<file path="config.mk">
export PLATFORM = sky130hd
export DESIGN_NAME = seq_scan_ctrl
export DESIGN_NICKNAME = d
export VERILOG_FILES = /design/src/rtl/seq_scan_pkg.sv /design/src/rtl/bit_pattern_fsm.sv /design/src/rtl/seq_scan_ctrl.sv
export SDC_FILE = /design/constraint.sdc
export NUM_CORES = 1
export LEC_CHECK = 0
export BUFFER_PORTS_ARGS = -buffer_cell sky130_fd_sc_hd__buf_2
export CORE_UTILIZATION = 56
export DETAILED_ROUTE_END_ITERATION = 10
export PLACE_DENSITY = 0.89
export SYNTH_ARGS = -nofsm -noshare
export SYNTH_HDL_FRONTEND = slang
export SYNTH_SLANG_ARGS = --single-unit
</file>
<file path="constraint.sdc">
create_clock -name CLK -period 2.6 [get_ports CLK]
set_input_delay 0.65 -clock CLK [delete_from_list [all_inputs] [get_ports CLK]]
set_output_delay 0.65 -clock CLK [all_outputs]
set_load 0.02 [all_outputs]
</file>
<file path="src/rtl/seq_scan_pkg.sv">
// Shared types and constants for the 1-1-0-1 word scanner.
// Holds controller/detector state encodings and the count-width helper.
package seq_scan_pkg;

    typedef enum logic [1:0] {
        IDLE  = 2'd0,
        SHIFT = 2'd1,
        DONE  = 2'd2
    } ctrl_state_e;

    typedef enum logic [1:0] {
        S0 = 2'd0,
        S1 = 2'd1,
        S2 = 2'd2,
        S3 = 2'd3
    } det_state_e;

    localparam int DEF_WORD_W = 8;
    localparam int CNT_W      = $clog2(DEF_WORD_W + 1);

    // Width needed to hold 0..w matches.
    function automatic int cnt_w(input int w);
        return $clog2(w + 1);
    endfunction

endpackage

</file>
<file path="src/rtl/bit_pattern_fsm.sv">
// Mealy detector for the non-overlapping serial pattern 1-1-0-1.
// Ports: CLK, RST_N (sync, active-low), CLR (sync clear), EN (step), E (bit in), Y (match).
module bit_pattern_fsm
    import seq_scan_pkg::*;
(
    input  logic CLK,
    input  logic RST_N,
    input  logic CLR,
    input  logic EN,
    input  logic E,
    output logic Y
);

    det_state_e state_q;
    det_state_e state_d;

    always_comb begin
        state_d = state_q;
        if (CLR) begin
            state_d = S0;
        end else if (EN) begin
            unique case (state_q)
                S0: state_d = E ? S1 : S0;
                S1: state_d = E ? S2 : S0;
                // A third 1 does not chain into a new S1: restart cleanly.
                S2: state_d = E ? S0 : S3;
                S3: state_d = S0;
                default: state_d = S0;
            endcase
        end
    end

    assign Y = EN && !CLR && (state_q == S3) && E;

    always_ff @(posedge CLK) begin
        if (!RST_N) begin
            state_q <= S0;
        end else begin
            state_q <= state_d;
        end
    end

endmodule

</file>
<file path="src/rtl/seq_scan_ctrl.sv">
// Word-level sequencer: accepts words, scans them MSB-first through the
// 1-1-0-1 detector, returns per-word and saturating cumulative counts.
// Ports: CLK, RST_N (sync, active-low), IN_VALID/IN_READY/IN_DATA,
//        OUT_VALID/OUT_READY/OUT_COUNT/OUT_HIT, TOTAL_CNT, BUSY.
// Build option: STREAM_CONT_EN keeps detector state across word boundaries.
module seq_scan_ctrl
    import seq_scan_pkg::*;
#(
    parameter int WORD_W = 8,
    parameter int TOT_W  = 8
) (
    input  logic                        CLK,
    input  logic                        RST_N,
    input  logic                        IN_VALID,
    output logic                        IN_READY,
    input  logic [WORD_W-1:0]           IN_DATA,
    output logic                        OUT_VALID,
    input  logic                        OUT_READY,
    output logic [cnt_w(WORD_W)-1:0]    OUT_COUNT,
    output logic                        OUT_HIT,
    output logic [TOT_W-1:0]            TOTAL_CNT,
    output logic                        BUSY
);

    localparam int CW = cnt_w(WORD_W);
    localparam int BW = $clog2(WORD_W);

    ctrl_state_e       state_q, state_d;
    logic [WORD_W-1:0] shreg_q, shreg_d;
    logic [BW-1:0]     bit_cnt_q, bit_cnt_d;
    logic [CW-1:0]     word_cnt_q, word_cnt_d;
    logic [TOT_W-1:0]  total_q, total_d;

    logic accept;
    logic det_en;
    logic det_clr;
    logic det_y;

    assign accept = (state_q == IDLE) && IN_VALID;
    assign det_en = (state_q == SHIFT);

`ifdef STREAM_CONT_EN
    assign det_clr = 1'b0;
`else
    assign det_clr = accept;
`endif

    bit_pattern_fsm u_det (
        .CLK   (CLK),
        .RST_N (RST_N),
        .CLR   (det_clr),
        .EN    (det_en),
        .E     (shreg_q[WORD_W-1]),
        .Y     (det_y)
    );

    always_comb begin
        state_d    = state_q;
        shreg_d    = shreg_q;
        bit_cnt_d  = bit_cnt_q;
        word_cnt_d = word_cnt_q;
        total_d    = total_q;
        unique case (state_q)
            IDLE: begin
                if (IN_VALID) begin
                    shreg_d    = IN_DATA;
                    bit_cnt_d  = BW'(WORD_W - 1);
                    word_cnt_d = '0;
                    state_d    = SHIFT;
                end
            end
            SHIFT: begin
                if (det_y) begin
                    word_cnt_d = word_cnt_q + 1'b1;
                    if (total_q != '1) begin
                        total_d = total_q + 1'b1;
                    end
                end
                shreg_d = {shreg_q[WORD_W-2:0], 1'b0};
                if (bit_cnt_q == '0) begin
                    state_d = DONE;
                end else begin
                    bit_cnt_d = bit_cnt_q - 1'b1;
                end
            end
            DONE: begin
                if (OUT_READY) begin
                    state_d = IDLE;
                end
            end
            default: state_d = IDLE;
        endcase
    end

    always_ff @(posedge CLK) begin
        if (!RST_N) begin
            state_q    <= IDLE;
            shreg_q    <= '0;
            bit_cnt_q  <= '0;
            word_cnt_q <= '0;
            total_q    <= '0;
        end else begin
            state_q    <= state_d;
            shreg_q    <= shreg_d;
            bit_cnt_q  <= bit_cnt_d;
            word_cnt_q <= word_cnt_d;
            total_q    <= total_d;
        end
    end

    assign IN_READY  = (state_q == IDLE);
    assign OUT_VALID = (state_q == DONE);
    assign BUSY      = (state_q != IDLE);
    assign OUT_COUNT = word_cnt_q;
    assign OUT_HIT   = (word_cnt_q != '0);
    assign TOTAL_CNT = total_q;

endmodule

</file>
# Word level (Yosys, flattened, before mapping)
# Cells that the tools add are included.
classes:
  n_addsub: 3
  eq_ne: 11
  mux: 16
  bitwise_logic: 1
  reduce_logical: 17
ops:
  columns: ["cell", "n"]
  rows:
  - ["$pmux 8 s2", 1]
  - ["$reduce_and 3->1", 4]
  - ["$mux 2", 5]
  - ["$add 8x1->8 const B", 1]
  - ["$mux 4", 2]
  - ["$mux 8", 1]
  - ["$ne 2x2->1 const B", 4]
  - ["$ne 8x8->1 const B", 1]
  - ["$pmux 2 s4", 1]
  - ["$pmux 4 s2", 1]
  - ["$eq 2x2->1 const B", 3]
  - ["$mux 3", 2]
  - ["$pmux 2 s3", 1]
  - ["$pmux 3 s2", 1]
  - ["$add 4x1->4 const B", 1]
  - ["$eq 2x1->1 const B", 2]
  - ["$logic_and 1x1->1", 4]
  - ["$logic_not 2->1", 2]
  - ["$reduce_bool 2->1", 2]
  - ["$reduce_bool 4->1", 1]
  - ["$logic_not 3->1", 1]
  - ["$sub 3x1->3 const B", 1]
  - ["$ne 2x1->1 const B", 1]
  - ["$reduce_and 2->1", 1]
  - ["4 further kinds", 4]
word_totals:
  regBits: 27
  output_inout_bits: 16
  elab_cells: 54

# Depth between registers and ports, before layout
# Gate-level depths: netlist (run 1).
logic_depth:
  ltp_word: 8
  mapped_depth: 6
  mapped_depth_nobuf: 6

# Modules after synthesis
# A second synthesis (run 1) with hierarchy kept.
unflattened:
  cells_unflattened: 161
  area_unflattened_um2: 1353.8
by_module_without_submodules:
  columns: ["module", "instances", "cells_each", "area_each_um2", "seq_area_each_um2"]
  rows:
  - ["seq_scan_ctrl", 1, 150, 1241.2, 500.5]
  - ["bit_pattern_fsm", 1, 11, 112.6, 40.0]

# Worst setup path before layout (run 1)
# OpenSTA, ideal clock, no wires.
synth_timing:
  path_kind: "reg-to-output"
  start: "register state_q[0]"
  end: "output BUSY"
  arrival_ns: 0.926
  setup_slack_ns: 1.024
  stages_incl_launch_ff: 3
  path_buffers: 0
  cell_sequence: "dfxtp_1 nor2_1 inv_1"
synth_between:
  elab_chain_len: 1
synth_rtl:
  columns: ["element", "line", "source"]
  rows:
  - ["start, declared", "seq_scan_ctrl.sv:28", "ctrl_state_e state_q, state_d;"]
  - ["start signal, assigned", "seq_scan_ctrl.sv:103", "state_q <= state_d;"]
  - ["$reduce_bool 2->1", "seq_scan_ctrl.sv:113", "assign BUSY = (state_q != IDLE);"]
  - ["end, declared", "seq_scan_ctrl.sv:22", "output logic BUSY"]
# No other way between the ends.

# Worst setup path in the final report (run 1)
layout_timing:
  start: "register word_cnt_q[0] (netlist: OUT_COUNT[0])"
  end: "output OUT_HIT"
layout_between:
  elab_chain_len: 1
layout_rtl:
  columns: ["element", "line", "source"]
  rows:
  - ["start, declared", "seq_scan_ctrl.sv:31", "logic [CW-1:0] word_cnt_q, word_cnt_d;"]
  - ["start signal, assigned", "seq_scan_ctrl.sv:106", "word_cnt_q <= word_cnt_d;"]
  - ["$reduce_bool 4->1", "seq_scan_ctrl.sv:115", "assign OUT_HIT = (word_cnt_q != '0);"]
  - ["end, declared", "seq_scan_ctrl.sv:20", "output logic OUT_HIT,"]
# No other way between the ends.

==> results.json, run 1 <==
{
  "cts_tree": "done",
  "setup_viol": 0,
  "finalNetCount": 199,
  "initial_core_util_pct": 59.0,
  "async_flop_share_pct": 0,
  "critPathLaunchType": "flop",
  "cts.repair.resized": 0,
  "boundaryPins": 28,
  "worst_hold_path.endpoint": "shreg_q[5]",
  "insertion_delay_ps": 330,
  "fin_tns_setup_ps": 0,
  "cp.arrival_ps": 1240,
  "ys_top_cells_by_count": "dfxtp_1, nand2_1, nor2_1, inv_1",
  "cp_cell_sequence": "inv_1 > ha_1 > nand2_1 > buf_2",
  "yosysTopAreaCellShare_pct": 41.4,
  "grt_pass1_vias": 1122,
  "reg2reg_to": "TOTAL_CNT[5]",
  "drc_errors": 0,
  "clk_path_buf_depth": 2,
  "pwr_density_cell_mw_per_mm2": 522,
  "met3_usage_pct": 2.73,
  "avgSynthCellArea_sq_um": 8.31,
  "synth_ff_type": "dfxtp_1",
  "synth_largest_area_cell": "dfxtp_1",
  "hpwlAfterDp_mm": 1.93,
  "wl_per_cell_microns": 12.8,
  "fmax_ghz": 0.530,
  "fin_crit_sh_pct": 72.5,
  "fp-row-count": 17,
  "ys_seq_area_share_pct": 41.4,
  "grt_util_met1_pct": 28.6,
  "synth.distinct_cells": 34,
  "vias": 1168,
  "peakVddDrop_mv": 0.360,
  "fin_skew_ps": 5.00,
  "hold_class": "flop to flop",
  "gp_congestion": 0.740,
  "wirelength_mm": 2.67,
  "gr-usage-met2_pct": 44.2,
  "ys_top_cells_by_area": "dfxtp_1, nand2_1, nor2_1",
  "cts_sinks": 27,
  "drt-pass1-iter-count": 4,
  "crit_fanout": 4,
  "ys_ff_latch": 27,
  "syn_inst": 157,
  "post-synth-top-count-cell": "dfxtp_1",
  "dieArea_sq_mm": 0.00253,
  "grt-ovfl-total": 0,
  "period_needed_ps": 1890,
  "track_usage_pct": 24.2,
  "ys_warn_count": 0,
  "core_area_sq_mm": 0.00221,
  "cp.required_ps": 1950,
  "relSlewSlack_pct": 47.5,
  "tightest_slew_ps": 784,
  "area_delta_synth_final_pct": 12.1,
  "r2r_start": "state_q[0]",
  "holdBufCountCts": 0,
  "rsz0062_at_grt": "no",
  "grt_pass1_wl_mm": 4.76,
  "status": "complete, no violations",
  "syn-num-nets": 174,
  "drt_iter0_drc": 11,
  "rrSetupSlack_ps": 940,
  "maxCapViolations": 0,
  "synth_edf_count": 0,
  "worstHoldPathCells": 2,
  "endpoint_kind": "output port",
  "grt_max_degree": 16,
  "syn_area_sq_mm": 0.00131,
  "root_buffer": "clkbuf_4",
  "n_antenna_cell": 0,
  "dieWidth_microns": 50.3,
  "cellLeakagePower_nw": 0.673,
  "gr-max-usage-layer": "met2",
  "crit_type": "flop to output port",
  "nFillCells": 189,
  "antenna_left": 0,
  "drv_slew": 0,
  "die_h_microns": 50.3,
  "cts-buffers-inserted": 3,
  "cts_setup_buffers": 0,
  "slowest_delay_ps": 400,
  "finalHoldViolCount": 0,
  "cpMaxStageDelayCell": "dfxtp_1",
  "dp_cells": 205,
  "hp-start": "shreg_q[4]",
  "htree_levels": 1,
  "antenna_found_initial": 0,
  "drive_above_1_share_pct": 19.9,
  "path_clk_slew_ps": 140,
  "reg2regPathDepth": 4,
  "io_buffers": 27,
  "viasPerCell": 5.59,
  "final_cells": 209
}
final cells by class:
cell class | count | area, sq um | area share, %
multi-input cells | 112 | 684 | 46.8
flip-flops and latches | 27 | 541 | 37.0
repair buffers | 27 | 135 | 9.24
inverters | 11 | 41.3 | 2.82
well taps | 28 | 35.0 | 2.40
clock buffers | 4 | 26.3 | 1.80
placed cells by master (no fill, tap or decap), types with 2 or more instances in the layout:
cell / Yosys / layout
dfxtp_1: 27 / 27
buf_2: 1 / 27
nand2_1: 25 / 25
nor2_1: 23 / 23
inv_1: 11 / 11
a311oi_1: 7 / 7
nand3_1: 7 / 7
o21ai_0: 5 / 5
ha_1: 5 / 5
a21oi_1: 4 / 4
o211a_1: 4 / 4
xor2_1: 4 / 4
nor3_1: 4 / 4
nand4_1: 3 / 3
clkbuf_4: 0 / 3
and2b_2: 2 / 2
and3_1: 2 / 2
or3_1: 2 / 2
xnor2_1: 2 / 2
report_power, final:
part | total [mW] | leakage (nW) | internal (mW) | switching [mW]
sequential | 0.458 | 0.221 | 0.440 | 0.0180
combinational | 0.124 | 0.437 | 0.0489 | 0.0746
clock | 0.182 | 0.0150 | 0.0603 | 0.122
through the flow:
step | utilization [%] | total power [mW] | worst slack (ps) | hold WS [ps] | instance area, sq um
2_1_floorplan | - | 0.557 | 1020 | 450 | 1310
3_3_place_gp | 64.9 | 0.581 | 846 | 457 | 1440
3_5_place_dp | 64.9 | 0.591 | 733 | 473 | 1440
4_1_cts | 66.1 | 0.763 | 715 | 491 | 1460
5_1_grt | 66.1 | 0.805 | 631 | 513 | 1460
6_report | 66.1 | 0.764 | 714 | 490 | 1460
critical path, delay by kind of cell, from the launching register on:
kind	cells	cell delay, ps
buf+inv	2	250
simple gates	1	50
flops	1	400
fa+ha+maj	1	210
metal layers:
layer  vias up  routed length (microns)
li1        588                        -
met1       543                     1200
met2        31                     1330
met3         6                       95
met4         0                       43
met5         -                        0
registers in the layout (all words and copies together), names as in the netlist:
signal         count
u_det.state_q      2
OUT_COUNT          4
bit_cnt_q          3
state_q            2
shreg_q            8
TOTAL_CNT          8
how the worst max path moves through the flow:
stage | to | startpoint | depth (start not counted)
floorplan | BUSY | state_q[0] | 2
global placement | shreg_q[4] | IN_VALID | 5
detailed placement | shreg_q[4] | IN_VALID | 5
CTS | OUT_HIT | OUT_COUNT[0] | 4
global route | OUT_HIT | OUT_COUNT[0] | 4
finish | OUT_HIT | OUT_COUNT[0] | 4
logic make-up (layout without fill, tap and decap cells):
| family | Yosys count | in the layout | synth area share [%] |
|---|---|---|---|
| AO/OA/AOI/OAI | 26 | 26 | 15.0 |
| XOR/XNOR | 6 | 6 | 4.03 |
| adder cells (fa/ha/maj) | 5 | 5 | 4.79 |
| buffers and inverters | 18 | 42 | 6.14 |
| flip-flops | 27 | 27 | 41.4 |
| multiplexers | 1 | 1 | 0.767 |
| AND/OR/NAND/NOR | 74 | 74 | 27.9 |
No activity file was read; power rests on OpenSTA's default activity.
==> run 2, diff against run 1 <==
Settings changed: CORE_UTILIZATION 56 to 53, PLACE_DENSITY 0.89 to 0.85.
Clock period 2.6 ns to 1.75 ns, I/O delays scaled along.
==> run 2 against run 1 <==
Sequential share of layout area decreased by 0.92 points. Clock-buffer cell count unchanged. First-iteration DRC count increased by 110%. Critical endpoint unchanged.
==> results.json, run 2 (synthesis results as in run 1) <==
{
  "status": "complete, no violations",
  "tightest_slew_ps": 476,
  "insertion_delay_ps": 330,
  "fin_skew_ps": 1.83,
  "peakVddDrop_mv": 0.733,
  "endpoint_kind": "output port",
  "core_area_sq_mm": 0.00228,
  "rsz0062_at_grt": "no",
  "layout_common_cells": "dfxtp_1, buf_2, nand2_1",
  "reg2reg_to": "TOTAL_CNT[1]",
  "finalNetCount": 204,
  "cp.required_ps": 1310,
  "antenna_found_initial": 0,
  "fmax_ghz": 0.610,
  "wl_per_cell_microns": 12.6,
  "root_buffer": "clkbuf_4",
  "finalHoldViolCount": 0,
  "hpwlAfterDp_mm": 1.97,
  "initial_core_util_pct": 57.3,
  "worstHoldPathCells": 3,
  "holdBufCountCts": 0,
  "drt-pass1-iter-count": 4,
  "die_h_microns": 51.6,
  "relSlewSlack_pct": 68.2,
  "wirelength_mm": 2.69,
  "io_buffers": 27,
  "period_needed_ps": 1640,
  "cpMaxStageDelayCell": "dfxtp_1",
  "maxCapViolations": 0,
  "cts_sinks": 27,
  "setup_viol": 0,
  "grt_max_degree": 16,
  "fin_tns_setup_ps": 0,
  "crit_type": "flop to output port",
  "drv_slew": 0,
  "vias": 1181,
  "area_delta_synth_final_pct": 15.0,
  "hold_class": "input pin to flop",
  "pre_cts_slack_ps": 218,
  "reg2regPathDepth": 6,
  "r2r_start": "TOTAL_CNT[1]",
  "cts-buffers-inserted": 3,
  "cp_cell_sequence": "inv_1 > ha_1 > nand2_1 > buf_2",
  "fin_crit_sh_pct": 93.6,
  "drive_above_1_share_pct": 22.0,
  "cellLeakagePower_nw": 0.698,
  "boundaryPins": 28,
  "dieWidth_microns": 51.6,
  "antenna_left": 0,
  "rrSetupSlack_ps": 170,
  "worst_hold_path.endpoint": "shreg_q[0]",
  "path_clk_slew_ps": 140,
  "clk_path_buf_depth": 2,
  "layout_setup_ws_ps": 111,
  "cp.arrival_ps": 1200,
  "pwr_density_cell_mw_per_mm2": 757,
  "grt-ovfl-total": 0,
  "cts.repair.resized": 0,
  "fp-row-count": 17,
  "grt_pass1_wl_mm": 4.55,
  "drt_iter0_drc": 23,
  "dieArea_sq_mm": 0.00266,
  "gp_congestion": 0.854,
  "cts_tree": "done",
  "n_antenna_cell": 0,
  "viasPerCell": 5.52,
  "track_usage_pct": 22.5,
  "hp-start": "IN_DATA[0]",
  "crit_fanout": 4,
  "drc_errors": 0,
  "grt_pass1_vias": 1061,
  "htree_levels": 1,
  "critPathLaunchType": "flop",
  "slowest_delay_ps": 390
}
run 2: area by class of cell:
cell class / count / area [sq um]
Tap cell: 28 / 35.0
Fill cell: 197 / 776
Timing Repair Buffer: 32 / 173
Sequential cell: 27 / 541
Multi-Input combinational cell: 112 / 684
Clock buffer: 4 / 26.3
Inverter: 11 / 41.3
run 2: metal layers:
layer | GRT usage, % | wire length (microns) | part of all wire (%) | up-vias
met5 | 0 | 0 | 0 | -
li1 | - | - | - | 599
met2 | 39.0 | 1320 | 49 | 33
met4 | 6.31 | 16 | 0.60 | 0
met1 | 26.8 | 1210 | 45 | 547
met3 | 6.73 | 141 | 5.2 | 2
run 2: power by group:
group / leakage [nW] / total [mW] / switching, mW / internal [mW]
Combinational: 0.462 / 0.187 / 0.111 / 0.0758
Sequential: 0.221 / 0.679 / 0.0250 / 0.654
Clock: 0.0150 / 0.270 / 0.181 / 0.0896
Total: 0.698 / 1.14 / 0.316 / 0.819
run 2: worst max-delay path, delay by kind of cell, from the launching register on:
family,cells,cell delay (ps)
and+or+nand+nor,1,50
adders and majority gates,1,200
DFF,1,390
buffers and inverters,2,240
run 2: repair_timing:
item,4_1_cts,5_1_grt
setup buffers,0,1
endpoints found under the hold margin,0,0
setup endpoints to repair,0,1
run 2: stage by stage:
step                      cell area [sq um]  hold slack, ps  instances  power [mW]  util, %
final                                  1500             351        214        1.14     65.9
after global routing                   1500             339        214        1.20     65.9
after CTS                              1490             342        213        1.15     65.6
after detailed placement               1470             472        209       0.880     64.4
after global placement                 1470             461        209       0.869     64.4
after floorplan                        1310             450        157       0.827        -
run 2: how the worst max path moves through the flow:
stage	from	to	slack (ps)	cells past startpoint
global placement	state_q[1]	TOTAL_CNT[5]	270	4
CTS	OUT_COUNT[0]	OUT_HIT	90	4
finish	OUT_COUNT[0]	OUT_HIT	110	4
global route	TOTAL_CNT[1]	TOTAL_CNT[2]	3	5
floorplan	TOTAL_CNT[0]	TOTAL_CNT[6]	190	5
detailed placement	state_q[1]	TOTAL_CNT[5]	220	4
==> run 3, diff against run 2 <==
Settings changed: CORE_UTILIZATION 53 to 55, CTS_BUF_LIST set to sky130_fd_sc_hd__clkbuf_2, PLACE_DENSITY 0.85 to 0.87.
==> run 3 against run 2 <==
Global-route usage grew 0.28 points. Sequential cell count is the same. Die area shrank 3.5%. Maximum frequency shrank 0.36%. Sequential power is essentially flat. Final cell count shrank 0.47%. Via count grew 3.5%. Highest routed layer unchanged.
==> results.json, run 3 (synthesis results as in run 1) <==
{
  "endpoint_kind": "output port",
  "gp_congestion": 0.857,
  "fin_crit_sh_pct": 94.0,
  "hold_class": "input pin to flop",
  "cp.required_ps": 1310,
  "cp_cell_sequence": "nor2_1 > inv_1 > buf_2",
  "hp-start": "IN_DATA[0]",
  "clk_path_buf_depth": 2,
  "n_antenna_cell": 0,
  "fin_tns_setup_ps": 0,
  "slowest_delay_ps": 410,
  "track_usage_pct": 22.8,
  "cp.depth": 3,
  "grt_pass1_vias": 1113,
  "crit_family": "flip-flops",
  "worstHoldPathCells": 3,
  "htree_levels": 1,
  "drive_above_1_share_pct": 23.2,
  "fmax_ghz": 0.608,
  "fin_skew_ps": 7.03,
  "initial_core_util_pct": 58.4,
  "grt_pass1_wl_mm": 4.47,
  "core_area_sq_mm": 0.00223,
  "critPathLaunchType": "flop",
  "antenna_left": 0,
  "fp-row-count": 17,
  "cts_sinks": 27,
  "antenna_found_initial": 0,
  "relSlewSlack_pct": 68.5,
  "final_common_cell": "buf_2",
  "wl_per_cell_microns": 12.7,
  "drt_iter0_drc": 35,
  "drt-pass1-iter-count": 4,
  "finalNetCount": 203,
  "grt-ovfl-total": 0,
  "drv_slew": 0,
  "cp.arrival_ps": 1210,
  "period_needed_ps": 1640,
  "tightest_slew_ps": 472,
  "wirelength_mm": 2.70,
  "path_clk_slew_ps": 240,
  "crit_fanout": 7,
  "die_h_microns": 50.7,
  "status": "complete, no violations",
  "grt_max_degree": 16,
  "cts-buffers-inserted": 3,
  "whs_ps": 304,
  "area_delta_synth_final_pct": 14.3,
  "cellLeakagePower_nw": 0.696,
  "rsz0062_at_grt": "no",
  "boundaryPins": 28,
  "dieWidth_microns": 50.7,
  "cpMaxStageDelayCell": "dfxtp_1",
  "dieArea_sq_mm": 0.00257,
  "insertion_delay_ps": 350,
  "r2r_start": "TOTAL_CNT[1]",
  "nFillCells": 211,
  "hpwlAfterDp_mm": 1.99,
  "root_buffer": "clkbuf_2",
  "crit_type": "flop to output port",
  "final_util_pct": 66.8,
  "reg2regPathDepth": 5,
  "path_buf_inv": 2,
  "finalHoldViolCount": 0,
  "vias": 1222,
  "maxCapViolations": 0,
  "peakVddDrop_mv": 0.513,
  "pwr_density_cell_mw_per_mm2": 748,
  "cts_tree": "done",
  "io_buffers": 27,
  "layout_common_cells": "buf_2, dfxtp_1, nand2_1",
  "setup_viol": 0,
  "drc_errors": 0,
  "viasPerCell": 5.74,
  "cp-startpoint": "state_q[1]"
}
-- run 3: where the power goes --
group	switching (mW)	leakage (nW)	total, mW	internal (mW)
Combinational	0.113	0.458	0.190	0.0769
Sequential	0.0260	0.222	0.682	0.656
Clock	0.184	0.0166	0.245	0.0603
-- run 3: stage by stage --
stage	std cells	total power [mW]	cell area (sq um)	setup WS (ps)
floorplan	157	0.827	1310	186
global placement	209	0.869	1470	266
detailed placement	209	0.882	1470	191
CTS	213	1.12	1490	49.9
global route	213	1.17	1490	1.20
finish	213	1.12	1490	105
-- run 3: what timing repair did --
item | 4_1_cts | 5_1_grt
resized for setup | 0 | 3
buffers inserted | 0 | 0
hold buffers | 0 | 0
hold endpoints to repair | 0 | 0
endpoints found under the setup margin | 0 | 1
-- run 3: worst min-delay path: stages --
cell	delay, ps
buf_2	90
nand3_1	60
a21oi_1	60
-- run 3: per-layer routing --
| layer | part of all wire (%) | global-route usage, % | vias to the layer above |
|---|---|---|---|
| met4 | 0.44 | 10.6 | 0 |
| li1 | - | - | 599 |
| met5 | 0 | 0 | - |
| met3 | 5.3 | 3.03 | 4 |
| met2 | 52 | 41.8 | 51 |
| met1 | 43 | 25.7 | 568 |
-- run 3: layout make-up --
| class | count | area (sq um) | share of cell area [%] |
|---|---|---|---|
| inverters | 11 | 41.3 | 2.77 |
| multi-input cells | 112 | 684 | 45.9 |
| clock buffers | 4 | 20.0 | 1.34 |
| well taps | 28 | 35.0 | 2.35 |
| repair buffers | 31 | 168 | 11.2 |
| flip-flops and latches | 27 | 543 | 36.4 |
-- run 3: final timing paths --
kind	end	slack [ps]
setup reg to reg	TOTAL_CNT[6]	150
hold reg to reg	shreg_q[2]	490
setup / recovery	BUSY	110
hold / removal	shreg_q[0]	300
